`src/rtl/execute_mdu_stage_if.sv`:
```
// ---------------------------------------------------------------------------
// execute_mdu_stage_if
// Bundles the decode->execute->memory handshake and data buses of the
// execute stage into one interface.
//   master : upstream/downstream environment (decode + memory side)
//   slave  : the execute stage itself
// Signals:
//   d_to_e_valid, D_pc, D_op, D_src1, D_src2, D_rd : incoming instruction
//   m_allow_in, flush                               : downstream/redirect control
//   e_allow_in, e_to_m_valid                        : execute handshake outputs
//   e_valid, E_pc, E_rd, e_valE, e_busy             : execute stage state/result
// ---------------------------------------------------------------------------
interface execute_mdu_stage_if #(
   parameter int XLEN = 32,
   parameter int OPW  = 5
);
   logic            d_to_e_valid;
   logic            e_allow_in;
   logic            m_allow_in;
   logic            e_to_m_valid;
   logic            flush;
   logic [XLEN-1:0] D_pc;
   logic [OPW-1:0]  D_op;
   logic [XLEN-1:0] D_src1;
   logic [XLEN-1:0] D_src2;
   logic [4:0]      D_rd;
   logic            e_valid;
   logic [XLEN-1:0] E_pc;
   logic [4:0]      E_rd;
   logic [XLEN-1:0] e_valE;
   logic            e_busy;

   modport master (
      output d_to_e_valid, m_allow_in, flush, D_pc, D_op, D_src1, D_src2, D_rd,
      input  e_allow_in, e_to_m_valid, e_valid, E_pc, E_rd, e_valE, e_busy
   );

   modport slave (
      input  d_to_e_valid, m_allow_in, flush, D_pc, D_op, D_src1, D_src2, D_rd,
      output e_allow_in, e_to_m_valid, e_valid, E_pc, E_rd, e_valE, e_busy
   );
endinterface

```
`src/rtl/execute_mdu_stage.sv`:
```
// ---------------------------------------------------------------------------
// execute_mdu_stage
// RV32I-style execute stage with the D->E pipeline register, a single-cycle
// ALU and an iterative multiply/divide unit (one bit per cycle).
// Ports:
//   clk  : rising-edge clock
//   rst  : synchronous active-low reset
//   bus  : execute_mdu_stage_if.slave (handshake, operands, results)
// Optional build macro MDU_SINGLE_CYCLE_MUL_EN: when defined, MUL/MULH/
// MULHSU/MULHU use a combinational multiplier and finish in one cycle;
// the FSM then serves divides only.
// ---------------------------------------------------------------------------
module execute_mdu_stage #(
   parameter int XLEN = 32,
   parameter int OPW  = 5,
   parameter int CNTW = 6
) (
   input logic                clk,
   input logic                rst,
   execute_mdu_stage_if.slave bus
);
   localparam int SHW = $clog2(XLEN);
   localparam logic [OPW-1:0] OP_ADD = OPW'(0),  OP_SUB = OPW'(1),  OP_SLL = OPW'(2);
   localparam logic [OPW-1:0] OP_SLT = OPW'(3),  OP_SLTU = OPW'(4), OP_XOR = OPW'(5);
   localparam logic [OPW-1:0] OP_SRL = OPW'(6),  OP_SRA = OPW'(7),  OP_OR = OPW'(8);
   localparam logic [OPW-1:0] OP_AND = OPW'(9),  OP_MUL = OPW'(10), OP_MULH = OPW'(11);
   localparam logic [OPW-1:0] OP_MULHSU = OPW'(12), OP_MULHU = OPW'(13), OP_DIV = OPW'(14);
   localparam logic [OPW-1:0] OP_DIVU = OPW'(15), OP_REM = OPW'(16), OP_REMU = OPW'(17);
   localparam logic [XLEN-1:0] MIN_NEG = {1'b1, {(XLEN-1){1'b0}}};
   localparam logic [CNTW-1:0] LAST = CNTW'(XLEN-1);

   typedef enum logic [1:0] {IDLE, BUSY, DONE} state_t;

   state_t state, state_nx;
   logic e_valid_r;
   logic [XLEN-1:0] pc_r, src1_r, src2_r;
   logic [4:0] rd_r;
   logic [OPW-1:0] op_r;
   logic [CNTW-1:0] cnt, cnt_nx;
   logic [XLEN-1:0] hi, hi_nx, lo, lo_nx, opnd, opnd_nx, res, res_nx;
   logic neg_a, neg_a_nx, neg_b, neg_b_nx;
   logic is_div, mdu_iter, sgn1, sgn2, neg1, neg2, ready_go, allow_in;
   logic [XLEN-1:0] abs1, abs2, alu_res, step_hi, step_lo, quo_fix, rem_fix, fin_res;
   logic [XLEN:0] mul_sum, div_rs, div_diff;
   logic div_ge;
   logic [2*XLEN-1:0] prod, prod_fix;
   logic [SHW-1:0] shamt;

   // Operation classification and operand sign handling. neg_a ends up as the
   // sign of the product/quotient, neg_b as the sign of the remainder.
   assign is_div = (op_r >= OP_DIV) && (op_r <= OP_REMU);
`ifdef MDU_SINGLE_CYCLE_MUL_EN
   assign mdu_iter = is_div;
`else
   assign mdu_iter = is_div || ((op_r >= OP_MUL) && (op_r <= OP_MULHU));
`endif
   assign sgn1  = (op_r == OP_MUL) || (op_r == OP_MULH) || (op_r == OP_MULHSU) ||
                  (op_r == OP_DIV) || (op_r == OP_REM);
   assign sgn2  = (op_r == OP_MUL) || (op_r == OP_MULH) ||
                  (op_r == OP_DIV) || (op_r == OP_REM);
   assign neg1  = sgn1 && src1_r[XLEN-1];
   assign neg2  = sgn2 && src2_r[XLEN-1];
   assign abs1  = neg1 ? -src1_r : src1_r;
   assign abs2  = neg2 ? -src2_r : src2_r;
   assign shamt = src2_r[SHW-1:0];

   // Handshake: MDU ops hold the stage until the FSM reaches DONE.
   assign ready_go         = !mdu_iter || (state == DONE);
   assign allow_in         = !e_valid_r || (ready_go && bus.m_allow_in);
   assign bus.e_allow_in   = allow_in;
   assign bus.e_to_m_valid = e_valid_r && ready_go;
   assign bus.e_valid      = e_valid_r;
   assign bus.E_pc         = pc_r;
   assign bus.E_rd         = rd_r;
   assign bus.e_busy       = (state == BUSY);
   assign bus.e_valE       = mdu_iter ? res : alu_res;

   // D->E pipeline register. Contents only change on an accepted load, so a
   // stalled instruction keeps its operands; flush just drops the valid bit.
   always_ff @(posedge clk) begin
      if (!rst) begin
         e_valid_r <= 1'b0;
         pc_r      <= '0;
         rd_r      <= '0;
         op_r      <= '0;
         src1_r    <= '0;
         src2_r    <= '0;
      end else begin
         if (bus.flush)
            e_valid_r <= 1'b0;
         else if (allow_in)
            e_valid_r <= bus.d_to_e_valid;
         if (allow_in && bus.d_to_e_valid) begin
            pc_r   <= bus.D_pc;
            rd_r   <= bus.D_rd;
            op_r   <= bus.D_op;
            src1_r <= bus.D_src1;
            src2_r <= bus.D_src2;
         end
      end
   end

`ifdef MDU_SINGLE_CYCLE_MUL_EN
   // Combinational multiplier: sign-extend to 2*XLEN so one unsigned multiply
   // covers every signedness combination modulo 2^(2*XLEN).
   logic [2*XLEN-1:0] fast_a, fast_b, fast_prod;
   assign fast_a    = {{XLEN{neg1}}, src1_r};
   assign fast_b    = {{XLEN{neg2}}, src2_r};
   assign fast_prod = fast_a * fast_b;
`endif

   // Single-cycle ALU (and the fast multiplier when that build is selected).
   always_comb begin
      alu_res = '0;
      case (op_r)
         OP_ADD:  alu_res = src1_r + src2_r;
         OP_SUB:  alu_res = src1_r - src2_r;
         OP_SLL:  alu_res = src1_r << shamt;
         OP_SLT:  alu_res = {{(XLEN-1){1'b0}}, $signed(src1_r) < $signed(src2_r)};
         OP_SLTU: alu_res = {{(XLEN-1){1'b0}}, src1_r < src2_r};
         OP_XOR:  alu_res = src1_r ^ src2_r;
         OP_SRL:  alu_res = src1_r >> shamt;
         OP_SRA:  alu_res = XLEN'($signed(src1_r) >>> shamt);
         OP_OR:   alu_res = src1_r | src2_r;
         OP_AND:  alu_res = src1_r & src2_r;
`ifdef MDU_SINGLE_CYCLE_MUL_EN
         OP_MUL:  alu_res = fast_prod[XLEN-1:0];
         OP_MULH, OP_MULHSU, OP_MULHU: alu_res = fast_prod[2*XLEN-1:XLEN];
`endif
         default: alu_res = '0;
      endcase
   end

   // One MDU iteration on magnitudes. Multiply: shift-add with {hi,lo} as the
   // product shifting right. Divide: restoring, remainder in hi, dividend
   // shifting out of lo while quotient bits shift in. fin_res is the
   // sign-corrected result as it will look after this iteration.
   always_comb begin
      mul_sum  = {1'b0, hi} + (lo[0] ? {1'b0, opnd} : '0);
      div_rs   = {hi, lo[XLEN-1]};
      div_ge   = (div_rs >= {1'b0, opnd});
      div_diff = div_rs - {1'b0, opnd};
      if (is_div) begin
         step_hi = div_ge ? div_diff[XLEN-1:0] : div_rs[XLEN-1:0];
         step_lo = {lo[XLEN-2:0], div_ge};
      end else begin
         step_hi = mul_sum[XLEN:1];
         step_lo = {mul_sum[0], lo[XLEN-1:1]};
      end
      prod     = {step_hi, step_lo};
      prod_fix = neg_a ? -prod : prod;
      quo_fix  = neg_a ? -step_lo : step_lo;
      rem_fix  = neg_b ? -step_hi : step_hi;
      case (op_r)
         OP_MUL:                       fin_res = prod_fix[XLEN-1:0];
         OP_MULH, OP_MULHSU, OP_MULHU: fin_res = prod_fix[2*XLEN-1:XLEN];
         OP_DIV, OP_DIVU:              fin_res = quo_fix;
         default:                      fin_res = rem_fix;
      endcase
   end

   // MDU FSM next-state and datapath updates. Divide-by-zero and signed
   // overflow are resolved straight from IDLE without iterating.
   always_comb begin
      state_nx = state;
      cnt_nx   = cnt;
      hi_nx    = hi;
      lo_nx    = lo;
      opnd_nx  = opnd;
      neg_a_nx = neg_a;
      neg_b_nx = neg_b;
      res_nx   = res;
      if (bus.flush) begin
         state_nx = IDLE;
      end else begin
         case (state)
            IDLE: begin
               if (e_valid_r && mdu_iter) begin
                  if (is_div && (src2_r == '0)) begin
                     res_nx   = ((op_r == OP_DIV) || (op_r == OP_DIVU)) ? '1 : src1_r;
                     state_nx = DONE;
                  end else if (is_div && sgn1 && (src1_r == MIN_NEG) && (src2_r == '1)) begin
                     res_nx   = (op_r == OP_DIV) ? src1_r : '0;
                     state_nx = DONE;
                  end else begin
                     hi_nx    = '0;
                     lo_nx    = abs1;
                     opnd_nx  = abs2;
                     neg_a_nx = neg1 ^ neg2;
                     neg_b_nx = neg1;
                     cnt_nx   = '0;
                     state_nx = BUSY;
                  end
               end
            end
            BUSY: begin
               hi_nx  = step_hi;
               lo_nx  = step_lo;
               cnt_nx = cnt + CNTW'(1);
               if (cnt == LAST) begin
                  res_nx   = fin_res;
                  state_nx = DONE;
               end
            end
            DONE: begin
               if (bus.m_allow_in)
                  state_nx = IDLE;
            end
            default: state_nx = IDLE;
         endcase
      end
   end

   // MDU state register.
   always_ff @(posedge clk) begin
      if (!rst) begin
         state <= IDLE;
         cnt   <= '0;
         hi    <= '0;
         lo    <= '0;
         opnd  <= '0;
         neg_a <= 1'b0;
         neg_b <= 1'b0;
         res   <= '0;
      end else begin
         state <= state_nx;
         cnt   <= cnt_nx;
         hi    <= hi_nx;
         lo    <= lo_nx;
         opnd  <= opnd_nx;
         neg_a <= neg_a_nx;
         neg_b <= neg_b_nx;
         res   <= res_nx;
      end
   end
endmodule

```
`src/flat_wrapper.sv`:
```
// flat-port wrapper written by rule: the top's interface ports become plain ports
module execute_mdu_stage_flat 
#(
   parameter int XLEN = 32,
   parameter int OPW  = 5,
   parameter int CNTW = 6
)
  (clk, rst, bus_d_to_e_valid, bus_m_allow_in, bus_flush, bus_D_pc, bus_D_op, bus_D_src1, bus_D_src2, bus_D_rd, bus_e_allow_in, bus_e_to_m_valid, bus_e_valid, bus_E_pc, bus_E_rd, bus_e_valE, bus_e_busy);
  execute_mdu_stage_if #(.XLEN(XLEN), .OPW(OPW)) bus_i ();
  input logic clk;
  input logic rst;
  input wire logic [$bits(bus_i.d_to_e_valid)-1:0] bus_d_to_e_valid;
  input wire logic [$bits(bus_i.m_allow_in)-1:0] bus_m_allow_in;
  input wire logic [$bits(bus_i.flush)-1:0] bus_flush;
  input wire logic [$bits(bus_i.D_pc)-1:0] bus_D_pc;
  input wire logic [$bits(bus_i.D_op)-1:0] bus_D_op;
  input wire logic [$bits(bus_i.D_src1)-1:0] bus_D_src1;
  input wire logic [$bits(bus_i.D_src2)-1:0] bus_D_src2;
  input wire logic [$bits(bus_i.D_rd)-1:0] bus_D_rd;
  output wire logic [$bits(bus_i.e_allow_in)-1:0] bus_e_allow_in;
  output wire logic [$bits(bus_i.e_to_m_valid)-1:0] bus_e_to_m_valid;
  output wire logic [$bits(bus_i.e_valid)-1:0] bus_e_valid;
  output wire logic [$bits(bus_i.E_pc)-1:0] bus_E_pc;
  output wire logic [$bits(bus_i.E_rd)-1:0] bus_E_rd;
  output wire logic [$bits(bus_i.e_valE)-1:0] bus_e_valE;
  output wire logic [$bits(bus_i.e_busy)-1:0] bus_e_busy;
  assign bus_i.d_to_e_valid = bus_d_to_e_valid;
  assign bus_i.m_allow_in = bus_m_allow_in;
  assign bus_i.flush = bus_flush;
  assign bus_i.D_pc = bus_D_pc;
  assign bus_i.D_op = bus_D_op;
  assign bus_i.D_src1 = bus_D_src1;
  assign bus_i.D_src2 = bus_D_src2;
  assign bus_i.D_rd = bus_D_rd;
  assign bus_e_allow_in = bus_i.e_allow_in;
  assign bus_e_to_m_valid = bus_i.e_to_m_valid;
  assign bus_e_valid = bus_i.e_valid;
  assign bus_E_pc = bus_i.E_pc;
  assign bus_E_rd = bus_i.E_rd;
  assign bus_e_valE = bus_i.e_valE;
  assign bus_e_busy = bus_i.e_busy;
  execute_mdu_stage #(.XLEN(XLEN), .OPW(OPW), .CNTW(CNTW)) u_core (.clk(clk), .rst(rst), .bus(bus_i));
endmodule
```
`config.mk`:
```
export PLATFORM = sky130hd
export DESIGN_NAME = execute_mdu_stage_flat
export DESIGN_NICKNAME = d
export VERILOG_FILES = /design/src/rtl/execute_mdu_stage_if.sv /design/src/rtl/execute_mdu_stage.sv /design/src/flat_wrapper.sv
export SDC_FILE = /design/constraint.sdc
export NUM_CORES = 2
export LEC_CHECK = 0
export CORE_MARGIN = 4
export CORE_UTILIZATION = 50
export CTS_BUF_LIST = sky130_fd_sc_hd__clkbuf_16
export DETAILED_ROUTE_END_ITERATION = 6
export PLACE_DENSITY = 0.72
export SLEW_MARGIN = 20
export SYNTH_ARGS = -nofsm -noshare
export SYNTH_HDL_FRONTEND = slang
export SYNTH_SLANG_ARGS = --single-unit
export TNS_END_PERCENT = 1
```
`constraint.sdc`:
```
create_clock -name clk -period 6.2 [get_ports clk]
set_clock_uncertainty 0.2 [all_clocks]
set_input_delay 1.24 -clock clk [delete_from_list [all_inputs] [get_ports clk]]
set_output_delay 1.24 -clock clk [all_outputs]
set_load 0.1 [all_outputs]
```
==> run metrics <==
worst hold slack 0.262 ns; Worst Path Required 4.76 ns; vias per cell 6.69; r2r setup slk 0.42 ns; max layer used met5; total track usage 39.3%; post-synthesis adder-cell area fraction 7.85%; post-route setup TNS 0 ns; routed wire length 123000 microns; EDFF count, synth 0; Clock Root Buffer clkbuf_16; DRT met1 WL 48500 microns; DRC 0; synthesized cell area 27600 sq um; asr flop ratio synth 0%; worst path arrival time 4.66 ns; Final Util 58.7%; Placed Area 30700 sq um; Initial Util 50.9%; worst r2r path cells 17; WL per Instance 26.4 microns; grt total ovfl 0; Syn-to-layout area delta 15.3%; overall power 5.99 mW; clk sinks 245; fraction of the mapped netlist area in simple logic gates 23.8%; vias in the first global route 29000; CTS Hold Bufs 0; met3 WL 12200 microns; I/O pin count 184; Setup crit start kind flop; fin area 31800 sq um; cell total after placement 4617; WHS Path Cells 2; dominant cell type by area after synthesis dfxtp_1; largest family of logic cells by synthesized area compound AO/OA/AOI/OAI gates; share of the synthesized area in the top cell type 17.8%; worst min path class flop to flop; Multi-input gate area 21200 sq um; setup ws final 0.104 ns; Tcrit/Tclk final 98.3%; GP Congestion 1.08; final setup vio count 0; peak supply drop 0.232 mV; FF-to-FF Start u_core.lo[0]$_SDFFE_PN0P_; Hold Path End u_core.bus.E_pc[24]$_SDFFE_PN0P_; diode count 0; latest clock arrival within the worst-skew pair 0.61 ns; Fillers 5269; core outline area 54200 sq um; nets 4236; syn_area_per_cell 7.08 sq um; largest net degree at the start of global routing 145; first-pass GRT wire length 183000 microns; Leakage 13.2 nW; f_max 164 MHz; syn nets 4181; total number of vias 31200; port bufs 183; RSZ-0062 raised after global routing true; outcome complete, no violations; FF/Latch Area 4910 sq um; Rows 85; Cell variety after synth 105; Synth Area in Compound Gates 33.4%; Synth area leaders dfxtp_1, ha_1, nand2_1; Yosys warnings 0; portion of netlist area occupied by mux cells 5.62%; initial antenna violation count 5; hpwl dp 94700 microns; Slew headroom 19.1%; hold wc startpoint u_core.bus.E_pc[24]$_SDFFE_PN0P_; Clock transition at path regs 0.06 ns; CTS buffer count 30; power density cells 188 nW/um^2; Clock Path Buffers 3; Crit Path Max Fanout 47; post-synthesis sequential area ratio 17.8%; die area 59100 sq um; Final Slew Violations 0; H-tree levels 1; drt first pass iters 6; worst slack, placed 0.541 ns; CP Class flop to output pin; Primary FF master, synth dfxtp_1; WL met2 54300 microns; Max Cap Violations 0; CP Capture Type output pin; XOR/XNOR Fraction of Synth Area 5.20%; share of cells above drive strength 1 8.85%; Hold Fails Final Rpt 0; CTS tree done; R2R Path End u_core.res[25]$_SDFFE_PN0P_; 1st-iter DRT viols 3783; Antenna Nets Post-Route 0; worst slew pin tran 1.20 ns; Layout Cells excl Fill 4672; Die Y 243 microns; Die Wd 243 microns; Synth Register Bits 245; post-layout min period 6.10 ns; Mapped Cells 3899
how the worst max path moves through the flow:
stage                                    from        endpoint  slack (ns)
2_1_floorplan   u_core.src2_r[2]$_SDFFE_PN0P_  bus_e_valE[22]        0.05
3_3_place_gp    u_core.src2_r[1]$_SDFFE_PN0P_  bus_e_valE[31]        0.61
3_5_place_dp    u_core.src2_r[1]$_SDFFE_PN0P_  bus_e_valE[31]        0.54
4_1_cts         u_core.src2_r[1]$_SDFFE_PN0P_  bus_e_valE[31]        0.02
5_1_grt        u_core.src2_r[10]$_SDFFE_PN0P_  bus_e_valE[30]       -0.09
6_report        u_core.src2_r[1]$_SDFFE_PN0P_  bus_e_valE[31]        0.10
cells by family after synthesis:
logic type,count (synthesis)
and+or+nand+nor,1380
xor gates and xnor gates,164
adders and majority gates,171
DFF,245
AOI/OAI and AO/OA,1343
buffers and inverters,464
muxes,132
synthesized netlist by cell type (50+ instances only):
master	number
clkbuf_1	242
mux2i_1	110
dfxtp_1	245
a211oi_1	60
a21boi_0	120
inv_1	167
a21o_1	59
o21ai_0	293
and2_1	68
nor2_1	312
xnor2_1	121
nand3_1	69
nand2_1	537
nor2b_1	79
nor3_1	69
a22oi_1	56
ha_1	167
o211ai_1	50
a21oi_1	251
state kept, by name, indices dropped and copies added, names as in the netlist:
| register | flops |
|---|---|
| u_core.bus.E_pc | 32 |
| u_core.opnd | 32 |
| u_core.res | 32 |
| u_core.cnt | 6 |
| u_core.neg_a | 1 |
| u_core.neg_b | 1 |
| u_core.bus.E_rd | 5 |
| u_core.op_r | 5 |
| u_core.lo | 32 |
| u_core.bus.e_valid | 1 |
| u_core.src1_r | 32 |
| u_core.src2_r | 32 |
| u_core.hi | 32 |
| u_core.state | 2 |
layout make-up:
type                    count  share of cell area, %
well taps                 696                   2.74
flip-flops and latches    245                   15.4
inverters                 168                   1.98
repair buffers            319                   10.1
multi-input cells        3190                   66.6
clock inverters            24                  0.845
clock buffers              30                   2.36
placed cells by master, fill, tap and decap left out, types with 121 or more instances in the layout:
cell / instances
xnor2_1: 121
buf_4: 134
dfxtp_1: 240
a21oi_1: 247
clkdlybuf4s50_1: 148
o21ai_0: 287
nand2_1: 533
inv_1: 169
ha_1: 165
nor2_1: 307
report_power, final:
group          switching (mW)  internal [mW]
logic                    1.64          0.801
clock network           0.782           1.09
registers              0.0532           1.62
total                    2.48           3.51
layer usage:
| layer | up-vias | track usage [%] |
|---|---|---|
| met4 | 4 | 21.0 |
| met2 | 1853 | 63.1 |
| met5 | - | 0 |
| met1 | 14700 | 50.0 |
| met3 | 369 | 7.67 |
| li1 | 14300 | - |
worst max-delay path: stages (launching register included):
cell and delay (ns):
dfxtp_4 0.36, clkbuf_8 0.33, ha_1 0.24, a21o_1 0.10
a21oi_1 0.10, o21ba_2 0.24, o211ai_1 0.36, nand2_1 0.20
o21bai_2 0.31, a31oi_2 0.21, o21ba_2 0.26, o31ai_1 0.28
a21o_1 0.17, a211oi_1 0.11, mux2_2 0.34, o22ai_4 0.23
buf_12 0.22
timing repair:
action	CTS	global route
buffers inserted	0	1
setup endpoints to repair	2	9
pin swaps	0	4
resized for setup	2	28
(Power assumes the default switching activity.)
